## config.mk

```make
export PLATFORM = sky130hd
export DESIGN_NAME = mem_turn_ctrl_flat
export DESIGN_NICKNAME = d
export VERILOG_FILES = /design/src/rtl/mem_turn_ctrl_if.sv /design/src/rtl/mem_turn_ctrl.sv /design/src/flat_wrapper.sv
export SDC_FILE = /design/constraint.sdc
export NUM_CORES = 1
export LEC_CHECK = 0
export CORE_MARGIN = 5
export CORE_UTILIZATION = 41
export CTS_BUF_LIST = sky130_fd_sc_hd__clkbuf_16
export DETAILED_ROUTE_END_ITERATION = 7
export GPL_TIMING_DRIVEN = 0
export PLACE_DENSITY_LB_ADDON = 0.3
export SLEW_MARGIN = 10
export SYNTH_ARGS = -nofsm -noshare
export SYNTH_HDL_FRONTEND = slang
export SYNTH_SLANG_ARGS = --single-unit
```

## constraint.sdc

```tcl
create_clock -name clk -period 2.44 [get_ports clk]
set_clock_uncertainty 0.05 [all_clocks]
set_input_delay 0.732 -clock clk [delete_from_list [all_inputs] [get_ports clk]]
set_output_delay 0.732 -clock clk [all_outputs]
set_load 0.03 [all_outputs]
```

## src/rtl/mem_turn_ctrl_if.sv

```systemverilog
// Scorer-facing bus of the memory game controller: pick strobe with the
// picked card value and pickability flag, the current player, and the
// scorer's 2-bit result code coming back.
interface mem_turn_ctrl_if #(
  parameter int VW = 4
);
  logic          select;
  logic [VW-1:0] state;
  logic          empty;
  logic          player;
  logic [1:0]    x;

  modport master (
    output select,
    output state,
    output empty,
    output player,
    input  x
  );

  modport slave (
    input  select,
    input  state,
    input  empty,
    input  player,
    output x
  );
endinterface

```

## src/rtl/mem_turn_ctrl.sv

```systemverilog
// Game-side controller for the memory card game. Holds the board, takes
// picks from cursor/button, hands each pick to the scorer, resolves the
// pair as match or mismatch, hides mismatched pairs after a display hold,
// alternates players and latches the scorer's final verdict.
module mem_turn_ctrl #(
  parameter int  NCARDS      = 16,
  parameter int  HOLD_CYCLES = 50000000,
  parameter int  ACK_TIMEOUT = 16,
  localparam int AW          = $clog2(NCARDS),
  localparam int PW          = $clog2(NCARDS / 2 + 1)
) (
  input  logic                clk,
  input  logic                rst,
  input  logic                load_en,
  input  logic [AW-1:0]       load_addr,
  input  logic [AW-1:0]       load_val,
  input  logic                start,
  input  logic [AW-1:0]       cursor,
  input  logic                btn,
  mem_turn_ctrl_if.master     sb,
  output logic [NCARDS-1:0]   revealed,
  output logic [NCARDS-1:0]   matched,
  output logic [PW-1:0]       pairs_left,
  output logic                game_over,
  output logic [1:0]          result,
  output logic                ack_err
);

  // Counters only ever reach LIMIT-1 before the state moves on, so they
  // are sized for that and can never wrap.
  localparam int HCW = (HOLD_CYCLES > 1) ? $clog2(HOLD_CYCLES) : 1;
  localparam int ACW = (ACK_TIMEOUT > 1) ? $clog2(ACK_TIMEOUT) : 1;
  localparam logic [HCW-1:0] HOLD_LAST = HCW'(HOLD_CYCLES - 1);
  localparam logic [ACW-1:0] ACK_LAST  = ACW'(ACK_TIMEOUT - 1);

  typedef enum logic [2:0] {
    IDLE, PICK1, PICK2, WAIT_ACK, HOLD, FINAL, DONE
  } st_t;

  st_t            st, st_nxt;
  logic [AW-1:0]  board [NCARDS];
  logic [AW-1:0]  p1, p2, v1, v2;
  logic [AW-1:0]  cur_val;
  logic           btn_q;
  logic           pick, pick_ok;
  logic [HCW-1:0] hold_cnt;
  logic [ACW-1:0] ack_cnt;
  logic           hold_done, ack_to, ack_counting;
  logic           fin_sent;
  logic           sel_r, empty_r, player_r;
  logic [AW-1:0]  state_r;

  logic load_we, start_game, take, eval, ack_miss;
  logic hold_end, fin_issue, fin_take, fin_to;

  assign sb.select = sel_r;
  assign sb.state  = state_r;
  assign sb.empty  = empty_r;
  assign sb.player = player_r;

  assign game_over    = (st == DONE);
  assign cur_val      = board[cursor];
  assign pick         = btn & ~btn_q;
  assign pick_ok      = pick & ~matched[cursor] & ~revealed[cursor];
  assign hold_done    = (hold_cnt == HOLD_LAST);
  assign ack_to       = (ack_cnt == ACK_LAST);
  assign ack_counting = (st == WAIT_ACK) || ((st == FINAL) && fin_sent);

  // FSM state register
  always_ff @(posedge clk or negedge rst) begin
    if (!rst) st <= IDLE;
    else      st <= st_nxt;
  end

  // Next-state decode and per-cycle action strobes
  always_comb begin
    st_nxt     = st;
    load_we    = 1'b0;
    start_game = 1'b0;
    take       = 1'b0;
    eval       = 1'b0;
    ack_miss   = 1'b0;
    hold_end   = 1'b0;
    fin_issue  = 1'b0;
    fin_take   = 1'b0;
    fin_to     = 1'b0;
    case (st)
      IDLE: begin
        load_we = load_en;
        if (start) begin
          start_game = 1'b1;
          st_nxt     = PICK1;
        end
      end
      PICK1: begin
        if (pick_ok) begin
          take   = 1'b1;
          st_nxt = PICK2;
        end
      end
      PICK2: begin
        if (pick_ok) begin
          take   = 1'b1;
          st_nxt = WAIT_ACK;
        end
      end
      WAIT_ACK: begin
        // Any non-zero code counts as the turn acknowledgement.
        if ((sb.x != 2'b00) || ack_to) begin
          eval     = 1'b1;
          ack_miss = (sb.x == 2'b00);
          if (v1 == v2) st_nxt = (pairs_left == PW'(1)) ? FINAL : PICK1;
          else          st_nxt = HOLD;
        end
      end
      HOLD: begin
        if (hold_done) begin
          hold_end = 1'b1;
          st_nxt   = PICK1;
        end
      end
      FINAL: begin
        // First cycle only issues the closing select, leaving a gap after
        // the last turn's select; the verdict is watched from then on.
        if (!fin_sent) begin
          fin_issue = 1'b1;
        end else if (sb.x[1]) begin
          fin_take = 1'b1;
          st_nxt   = DONE;
        end else if (ack_to) begin
          fin_to = 1'b1;
          st_nxt = DONE;
        end
      end
      DONE: begin
        if (start) begin
          start_game = 1'b1;
          st_nxt     = PICK1;
        end
      end
      default: st_nxt = IDLE;
    endcase
  end

  // Game control state: masks, player, counters, scorer strobe, verdict
  always_ff @(posedge clk or negedge rst) begin
    if (!rst) begin
      btn_q      <= 1'b0;
      sel_r      <= 1'b0;
      state_r    <= '0;
      empty_r    <= 1'b0;
      player_r   <= 1'b0;
      revealed   <= '0;
      matched    <= '0;
      pairs_left <= PW'(NCARDS / 2);
      result     <= 2'b00;
      ack_err    <= 1'b0;
      hold_cnt   <= '0;
      ack_cnt    <= '0;
      fin_sent   <= 1'b0;
    end else begin
      btn_q   <= btn;
      sel_r   <= 1'b0;
      state_r <= '0;
      empty_r <= 1'b0;

      if (start_game) begin
        revealed   <= '0;
        matched    <= '0;
        player_r   <= 1'b0;
        pairs_left <= PW'(NCARDS / 2);
        result     <= 2'b00;
      end

      if (take) begin
        revealed[cursor] <= 1'b1;
        sel_r            <= 1'b1;
        state_r          <= cur_val;
        empty_r          <= 1'b1;
      end

      if (eval && (v1 == v2)) begin
        matched[p1] <= 1'b1;
        matched[p2] <= 1'b1;
        pairs_left  <= pairs_left - 1'b1;
      end
      if (eval && ack_miss) ack_err <= 1'b1;

      if (hold_end) begin
        revealed[p1] <= 1'b0;
        revealed[p2] <= 1'b0;
        player_r     <= ~player_r;
      end

      if (fin_issue) begin
        sel_r   <= 1'b1;
        state_r <= v2;
        empty_r <= 1'b1;
      end
      if (fin_take) result <= sb.x;
      if (fin_to) begin
        result  <= 2'b00;
        ack_err <= 1'b1;
      end

      hold_cnt <= ((st == HOLD) && !hold_done) ? hold_cnt + 1'b1 : '0;
      ack_cnt  <= (ack_counting && (st_nxt == st)) ? ack_cnt + 1'b1 : '0;

      if (st != FINAL)    fin_sent <= 1'b0;
      else if (fin_issue) fin_sent <= 1'b1;
    end
  end

  // Board RAM; deliberately not reset so a new game reuses the layout
  always_ff @(posedge clk) begin
    if (load_we) board[load_addr] <= load_val;
  end

  // Picked positions and values of the current turn
  always_ff @(posedge clk) begin
    if (take && (st == PICK1)) begin
      p1 <= cursor;
      v1 <= cur_val;
    end
    if (take && (st == PICK2)) begin
      p2 <= cursor;
      v2 <= cur_val;
    end
  end

endmodule

```

## src/flat_wrapper.sv

```systemverilog
// flat-port wrapper written by rule: the top's interface ports become plain ports
module mem_turn_ctrl_flat 
#(
  parameter int  NCARDS      = 16,
  parameter int  HOLD_CYCLES = 50000000,
  parameter int  ACK_TIMEOUT = 16,
  localparam int AW          = $clog2(NCARDS),
  localparam int PW          = $clog2(NCARDS / 2 + 1)
)
  (clk, rst, load_en, load_addr, load_val, start, cursor, btn, revealed, matched, pairs_left, game_over, result, ack_err, sb_select, sb_state, sb_empty, sb_player, sb_x);
  mem_turn_ctrl_if #(.VW(4)) sb_i ();
  input  logic clk;
  input  logic rst;
  input  logic load_en;
  input  logic [AW-1:0] load_addr;
  input  logic [AW-1:0] load_val;
  input  logic start;
  input  logic [AW-1:0] cursor;
  input  logic btn;
  output logic [NCARDS-1:0] revealed;
  output logic [NCARDS-1:0] matched;
  output logic [PW-1:0] pairs_left;
  output logic game_over;
  output logic [1:0] result;
  output logic ack_err;
  output wire logic [$bits(sb_i.select)-1:0] sb_select;
  output wire logic [$bits(sb_i.state)-1:0] sb_state;
  output wire logic [$bits(sb_i.empty)-1:0] sb_empty;
  output wire logic [$bits(sb_i.player)-1:0] sb_player;
  input wire logic [$bits(sb_i.x)-1:0] sb_x;
  assign sb_select = sb_i.select;
  assign sb_state = sb_i.state;
  assign sb_empty = sb_i.empty;
  assign sb_player = sb_i.player;
  assign sb_i.x = sb_x;
  mem_turn_ctrl #(.NCARDS(NCARDS), .HOLD_CYCLES(HOLD_CYCLES), .ACK_TIMEOUT(ACK_TIMEOUT)) u_core (.clk(clk), .rst(rst), .load_en(load_en), .load_addr(load_addr), .load_val(load_val), .start(start), .cursor(cursor), .btn(btn), .sb(sb_i), .revealed(revealed), .matched(matched), .pairs_left(pairs_left), .game_over(game_over), .result(result), .ack_err(ack_err));
endmodule
```

==> results of run 1 <==
-- placed cells by master, fill, tap and decap left out, types with 4 or more instances in the layout --
cell type,synthesis,layout
edfxtp_1,80,80
dfrtp_1,79,78
nor2_1,60,59
clkdlybuf4s50_1,0,58
nand2_1,31,30
xor2_1,22,22
a22o_1,20,20
nand3_1,19,19
o22ai_1,17,17
clkbuf_16,0,17
nand4_1,15,15
nand2b_1,15,14
a21oi_1,14,13
nor3_1,16,13
mux4_2,6,12
buf_4,2,12
inv_1,8,10
and3_1,10,10
xnor2_1,9,9
mux4_1,14,8
a32oi_1,8,8
clkbuf_1,9,7
buf_2,8,7
o21ai_0,8,7
nor3b_1,6,6
and2_1,6,6
a22oi_1,6,6
nor2b_1,5,5
or2_2,5,5
buf_6,3,4
ha_1,4,4
inv_6,0,4
-- registers in the layout (all words and copies together) (netlist names), 16 cells and up --
signal           flops
u_core.matched      16
u_core.revealed     16
u_core.hold_cnt     26
u_core.board        64
-- routing by layer --
metal	GRT usage	wire (um)
met5	0	0
met1	0.231	7460
met3	0.0425	1030
met4	0.0480	217
met2	0.271	8030
-- report_power, final --
part / internal, mW / total, mW / leakage [nW] / switching (mW)
sequential: 2.99 / 3.10 / 1.82 / 0.111
clock: 1.34 / 2.47 / 0.284 / 1.13
combinational: 0.505 / 1.31 / 1.29 / 0.806
-- worst register-to-register path, cell delays in order (launching register included) --
cell and delay [ps]:
dfrtp_1 360, clkbuf_1 200, nor2_1 180, nand3_1 240, or3_1 450, nor3_1 410
-- layout make-up --
cell class                 count  area (um^2)  area share
buffer                        22          156      0.0175
clock buffer                  17          425      0.0475
clock inverter                15          128      0.0143
inverter                       8         30.0     0.00336
multi-input combinational    363         2740       0.306
sequential                   160         4410       0.493
tap                          225          282      0.0315
timing repair buffer          77          778      0.0870
-- repair_timing --
action / in CTS / in global routing
pin swaps: 3 / 5
gates resized for setup: 31 / 11
setup buffers: 5 / 4
gates cloned: 2 / 0
setup endpoints to repair: 49 / 44
-- cell families (layout without fill, tap and decap cells) --
kind of cell,Yosys count,in the layout,synth area share
buffers and inverters,31,139,0.0232
muxes,20,20,0.0697
xor gates and xnor gates,31,31,0.0376
AOI/OAI and AO/OA,101,101,0.105
DFF,160,160,0.610
and+or+nand+nor,207,207,0.148
adders and majority gates,4,4,0.00693
-- metrics by stage --
stage          total power [mW]  instances  instance area (um^2)  worst slack, ps  utilization
2_1_floorplan              3.92        554                  7270             5.91            -
6_report                   6.88        887                  8950             34.1        0.517
3_3_place_gp               4.35        844                  8200            -2100        0.474
4_1_cts                    6.90        883                  8900             1.43        0.514
5_1_grt                    7.16        887                  8950            -6.14        0.517
3_5_place_dp               4.39        845                  8230             -943        0.476
-- final timing paths --
| check | start | endpoint | slack [ps] |
|---|---|---|---|
| worst max-delay path | cursor[3] | u_core.p2[2]$_DFFE_PP_ | 30 |
| worst min-delay path | rst | u_core.hold_cnt[19]$_DFF_PN0_ | 110 |
| worst max register to register | u_core.st[0]$_DFF_PN0_ | u_core.board[0][1]$_DFFE_PP_ | 190 |
| worst min register to register | u_core.ack_cnt[0]$_DFF_PN0_ | u_core.ack_cnt[0]$_DFF_PN0_ | 410 |
| max in group asynchronous | rst | u_core.pairs_left[3]$_DFFE_PN1P_ | 1620 |
| min in group clk | u_core.ack_cnt[0]$_DFF_PN0_ | u_core.ack_cnt[0]$_DFF_PN0_ | 410 |
==> summary.txt, run 1 <==
Placement
  • Final GP Congestion: just under 0.9
  • DP HPWL: around 12000 um
  • IO Port Bufs: 65

Timing
  • Final setup TNS: 0 ps
  • Fin crit share: 0.986
  • Worst hold slack: 106 ps
  • Slew Viols, Final: 0
  • Achievable Freq: between 400 and 500 MHz
  • Max_slew headroom: 0.380
  • Final Setup Violations: 0
  • Min Tclk post-route: 2410 ps
  • Final Hold Violating Endpoints: 0
  • Slew @ Worst Pin: 923 ps

Finish
  • Nets: approximately 670
  • Share of cells above drive strength 1: 0.150
  • Fillers: around 1500
  • ANT cells: 0
  • P&R area growth vs syn: 23.9%

Route
  • DR WL/cell: 18.9 um
  • Vias: roughly 5000
  • DRT Pass-1 Iters: 7
  • ANT nets after route: 0
  • Final WL: ~17000 um
  • Detailed Route Iter0 Violations: 366
  • DRC viols: 0
  • Vias per cell: 5.59

Floorplan
  • Core ar.: 0.0173 mm^2
  • Row count: between 40 and 50
  • I/O Pins: between 60 and 70
  • Initial Utilization: 0.417
  • Die Span X: ~140 um
  • Die area: between 0.02 and 0.025 mm^2
  • Die span in y: 143 um

Worst setup path
  • CP Data Required Time: ~2500 ps
  • Critical Path Max Stage Delay: roughly 540 ps
  • Startpoint types: input pin
  • Worst Setup End Kind: flop
  • CP cell instances: clkdlybuf4s15_1, a211oi_1, a211oi_4, o311ai_4, nor3_4, buf_12
  • Dominant delay contributor by cell family on the critical path: compound AO/OA/AOI/OAI gates
  • Critical-path top delay cell: clkdlybuf4s15_1
  • R2R depth: 5
  • Worst Path Buf+Inv: 2
  • Critical path depth: 6
  • CP Class: in2reg
  • Arr. time, crit path: around 2500 ps
  • Crit-path max FO: 9

Synth
  • Post-synthesis sequential area ratio: 0.610
  • Yosys reg bits: between 150 and 200
  • Yosys cell types: slightly above 60
  • Post-synth top area cell: edfxtp_1
  • Synthesized area: slightly above 0.007 mm^2
  • Synthesized area per cell: around 13 um^2
  • Most frequent cells after synthesis: edfxtp_1, dfrtp_1, nor2_1
  • Post-synth EDFFs: 80
  • FFs w/ async S/R, synth: 0.500
  • Net Count, Synth: between 500 and 600
  • Top cells by area, synth: edfxtp_1, dfrtp_1, mux4_1, nor2_1, xor2_1
  • Synth Warn #: 0
  • Top-count cell post-synth: edfxtp_1
  • Top FF cell, synth: edfxtp_1
  • Area share of the largest cell type after synthesis: 0.333
  • Cells after synthesis: between 500 and 600

Power
  • Maximum VDD drop: 516 uV
  • LEAKAGE: 3.40 nW
  • Pwr/cell area: about 770 mW/mm^2

Clock tree
  • Root Buffer: clkbuf_16
  • Clk sinks: 160
  • CTS Hold Buffers Added: 0
  • H-tree depth: 4
  • Clk slew on worst S/H paths: ~70 ps
  • Clock buffer depth: 2
  • Clock latency at the later pin of the worst-skew pair: roughly 420 ps
  • CTS tree: built
  • TritonCTS Buffers: 17

Global route
  • Global-route wire length before repair: 27000 um
  • Initial antenna violation count: 0
  • Largest net degree at the start of global routing: between 60 and 70
  • Vias in the first global route: between 5000 and 6000
  • GRT Resource Usage Total: 0.169
  • GRT overflow: 0

Worst hold path
  • Min-Delay Path Class: in2async

Run
  • Max Cap Viol: 0

Outcome
  • Status: finished, final reports clean
Power figures use the tool's default switching activity.
==> run 2: changes to the inputs <==
--- a/config.mk
+++ b/config.mk
@@ -5,6 +5,7 @@
 export SDC_FILE = /design/constraint.sdc
 export NUM_CORES = 1
 export LEC_CHECK = 0
+export ABC_CLOCK_PERIOD_IN_PS = 2300
 export CORE_MARGIN = 5
 export CORE_UTILIZATION = 41
 export CTS_BUF_LIST = sky130_fd_sc_hd__clkbuf_16
==> constraint.sdc (replaced) <==
create_clock -name clk -period 2.3 [get_ports clk]
set_clock_uncertainty 0.05 [all_clocks]
set_input_delay 0.69 -clock clk [delete_from_list [all_inputs] [get_ports clk]]
set_output_delay 0.69 -clock clk [all_outputs]
set_load 0.03 [all_outputs]
==> summary.txt, run 2 (same netlist as run 1, synthesis figures left out) <==
Worst setup path
  • Worst flop-to-flop path startpoint: u_core.st[2]$_DFF_PN0_ (was u_core.st[0]$_DFF_PN0_)
  • Crit-path max FO: 3 (was 9)
  • Worst Setup End Kind: primary output (was flop)
  • Startpoint types: flop (was input pin)
  • Critical-path top delay cell: clkdlybuf4s50_1 (was clkdlybuf4s15_1)
  • Critical Path Max Stage Delay: 700 ps (was 540 ps)
  • R2R depth: 5 (unchanged)
  • CP Class: reg2out (was in2reg)
  • CP cell instances: clkdlybuf4s50_1 (was clkdlybuf4s15_1, a211oi_1, a211oi_4, o311ai_4, nor3_4, buf_12)
  • Reg2reg end: u_core.board[0][2]$_DFFE_PP_ (was u_core.board[0][1]$_DFFE_PP_)
  • Dominant delay contributor by cell family on the critical path: buffers and inverters (was compound AO/OA/AOI/OAI gates)
  • Worst Path Buf+Inv: 1 (was 2)
  • CP Data Required Time: 1560 ps (was 2520 ps)
  • Arr. time, crit path: 1550 ps (was 2490 ps)
  • R2R Setup Slk: 110 ps (was 190 ps)

Placement
  • Post-DP Area: 0.00821 mm^2 (was 0.00823 mm^2)
  • Dpl ws: -1010 ps (was -943 ps)
  • IO Port Bufs: 65 (unchanged)
  • Final GP Congestion: 0.870 (was 0.880)
  • DP HPWL: 12200 um (was 12000 um)
  • Dpl cells: 845 (unchanged)

Clock tree
  • TritonCTS Buffers: 17 (unchanged)
  • Root Buffer: clkbuf_16 (unchanged)
  • CTS Hold Buffers Added: 0 (unchanged)
  • CTS tree: built (unchanged)
  • Clk slew on worst S/H paths: 60 ps (was 70 ps)
  • Clock buffer depth: 2 (unchanged)
  • H-tree depth: 4 (unchanged)
  • Clock latency at the later pin of the worst-skew pair: 420 ps (about the same)
  • Clk sinks: 160 (unchanged)

Route
  • Vias: 5150 (was 4962)
  • DRC viols: 0 (unchanged)
  • ANT nets after route: 0 (unchanged)
  • Vias per cell: 5.77 (was 5.59)
  • DR WL/cell: 19.2 um (was 18.9 um)
  • Detailed Route Iter0 Violations: 482 (was 366)
  • DRT Pass-1 Iters: 5 (was 7)
  • Final WL: 17200 um (was 16700 um)

Finish
  • Most common cell after layout, fill and taps aside: edfxtp_1 (unchanged)
  • Util after Layout: 0.524 (was 0.517)
  • Commonest non-fill, non-tap cells in the layout: edfxtp_1, dfrtp_1, nor2_1 (unchanged)
  • ANT cells: 0 (unchanged)
  • P&R area growth vs syn: 25.6% (was 23.9%)
  • Final non-filler cell total: 892 (was 887)
  • Largest register by flop count: u_core.board (unchanged)
  • Fillers: 1461 (was 1455)
  • Largest regs: u_core.board (64), u_core.hold_cnt (26) (unchanged)
  • Final Instance Area: 0.00907 mm^2 (was 0.00895 mm^2)
  • Share of cells above drive strength 1: 0.178 (was 0.150)
  • Number of flip-flops in the largest register: 64 (unchanged)
  • Nets: 677 (was 672)

Power
  • LEAKAGE: 3.57 nW (was 3.40 nW)
  • Clock power share: 0.351 (was 0.359)
  • P_int: 5.12 mW (was 4.83 mW)
  • Pwr/cell area: 803 mW/mm^2 (was 769 mW/mm^2)
  • Seq pwr share: 0.452 (was 0.451)
  • Net Switching: 2.16 mW (was 2.05 mW)
  • Maximum VDD drop: 563 uV (was 516 uV)
  • Sw frac: 0.297 (was 0.298)
  • Pwr Total: 7.28 mW (was 6.88 mW)
  • Combinational fraction of design power: 0.197 (was 0.190)

Worst hold path
  • Min-Delay Path Class: in2async (unchanged)

Timing
  • Final worst slack: 14.9 ps (was 34.1 ps)
  • Achievable Freq: approximately 440 MHz
  • Final Setup Violations: 0 (unchanged)
  • Max_slew headroom: 0.590 (was 0.380)
  • Slew Viols, Final: 0 (unchanged)
  • Slew @ Worst Pin: 607 ps (was 923 ps)
  • Fin crit share: 0.994
  • Final Hold Violating Endpoints: 0 (unchanged)
  • Min Tclk post-route: around 2300 ps
  • Worst hold slack: 112 ps (was 106 ps)
  • Final setup TNS: 0 ps (unchanged)

Outcome
  • Status: finished, final reports clean (unchanged)

Floorplan
  • Initial Utilization: 0.417 (unchanged)
  • I/O Pins: 66 (unchanged)
  • Die area: 0.0204 mm^2 (unchanged)
  • Row count: 48 (unchanged)
  • Die span in y: 143 um (unchanged)
  • Core ar.: 0.0173 mm^2 (unchanged)
  • Die Span X: 143 um (unchanged)

Global route
  • Global-route wire length before repair: 27000 um (about the same)
  • GRT Resource Usage Total: 0.171 (was 0.169)
  • Vias in the first global route: 4963 (was 5108)
  • Initial antenna violation count: 0 (unchanged)
  • GRT overflow: 0 (unchanged)
  • Largest net degree at the start of global routing: 60 (was 68)

Run
  • Max Cap Viol: 0 (unchanged)
## run 2: how the worst max path moves through the flow
stage / depth (start not counted) / to / startpoint / slack (ps)
6_report: 1 / matched[2] / u_core.matched[2]$_DFF_PN0_ / 10
5_1_grt: 4 / u_core.board[2][2]$_DFFE_PP_ / load_en / -10
4_1_cts: 1 / pairs_left[2] / u_core.pairs_left[2]$_DFFE_PN0P_ / 1
3_5_place_dp: 7 / u_core.p2[0]$_DFFE_PP_ / cursor[1] / -1010
3_3_place_gp: 1 / u_core.matched[4]$_DFF_PN0_ / rst / -2290
2_1_floorplan: 6 / u_core.p2[0]$_DFFE_PP_ / cursor[1] / -80
## run 2: power by group through the flow
stage               combinational, mW  clock [mW]  sequential (mW)
floorplan                       0.716           0             3.44
global placement                 1.32           0             3.32
detailed placement               1.34           0             3.33
CTS                              1.41        2.61             3.27
global route                     1.54        2.73             3.31
finish                           1.43        2.55             3.29
## run 2: what timing repair did
action | 4_1_cts | 5_1_grt
setup buffers | 8 | 8
gates cloned | 0 | 1
setup endpoints to repair | 72 | 93
resized for setup | 35 | 27
pin swaps | 5 | 4
## run 2: layout make-up
type / instances / area [um^2] / area share
tap: 225 / 282 / 0.0310
timing repair buffer: 83 / 852 / 0.0939
inverter: 8 / 30.0 / 0.00331
clock buffer: 17 / 425 / 0.0469
buffer: 21 / 185 / 0.0204
multi-input combinational: 363 / 2780 / 0.306
sequential: 160 / 4410 / 0.486
clock inverter: 15 / 111 / 0.0123
## run 2: metal layers
| metal | vias up | part of all wire | track usage |
|---|---|---|---|
| li1 | 2330 | - | - |
| met1 | 2610 | 0.44 | 0.232 |
| met2 | 181 | 0.49 | 0.275 |
| met3 | 29 | 0.059 | 0.0335 |
| met4 | 0 | 0.018 | 0.0605 |
| met5 | - | 0 | 0 |
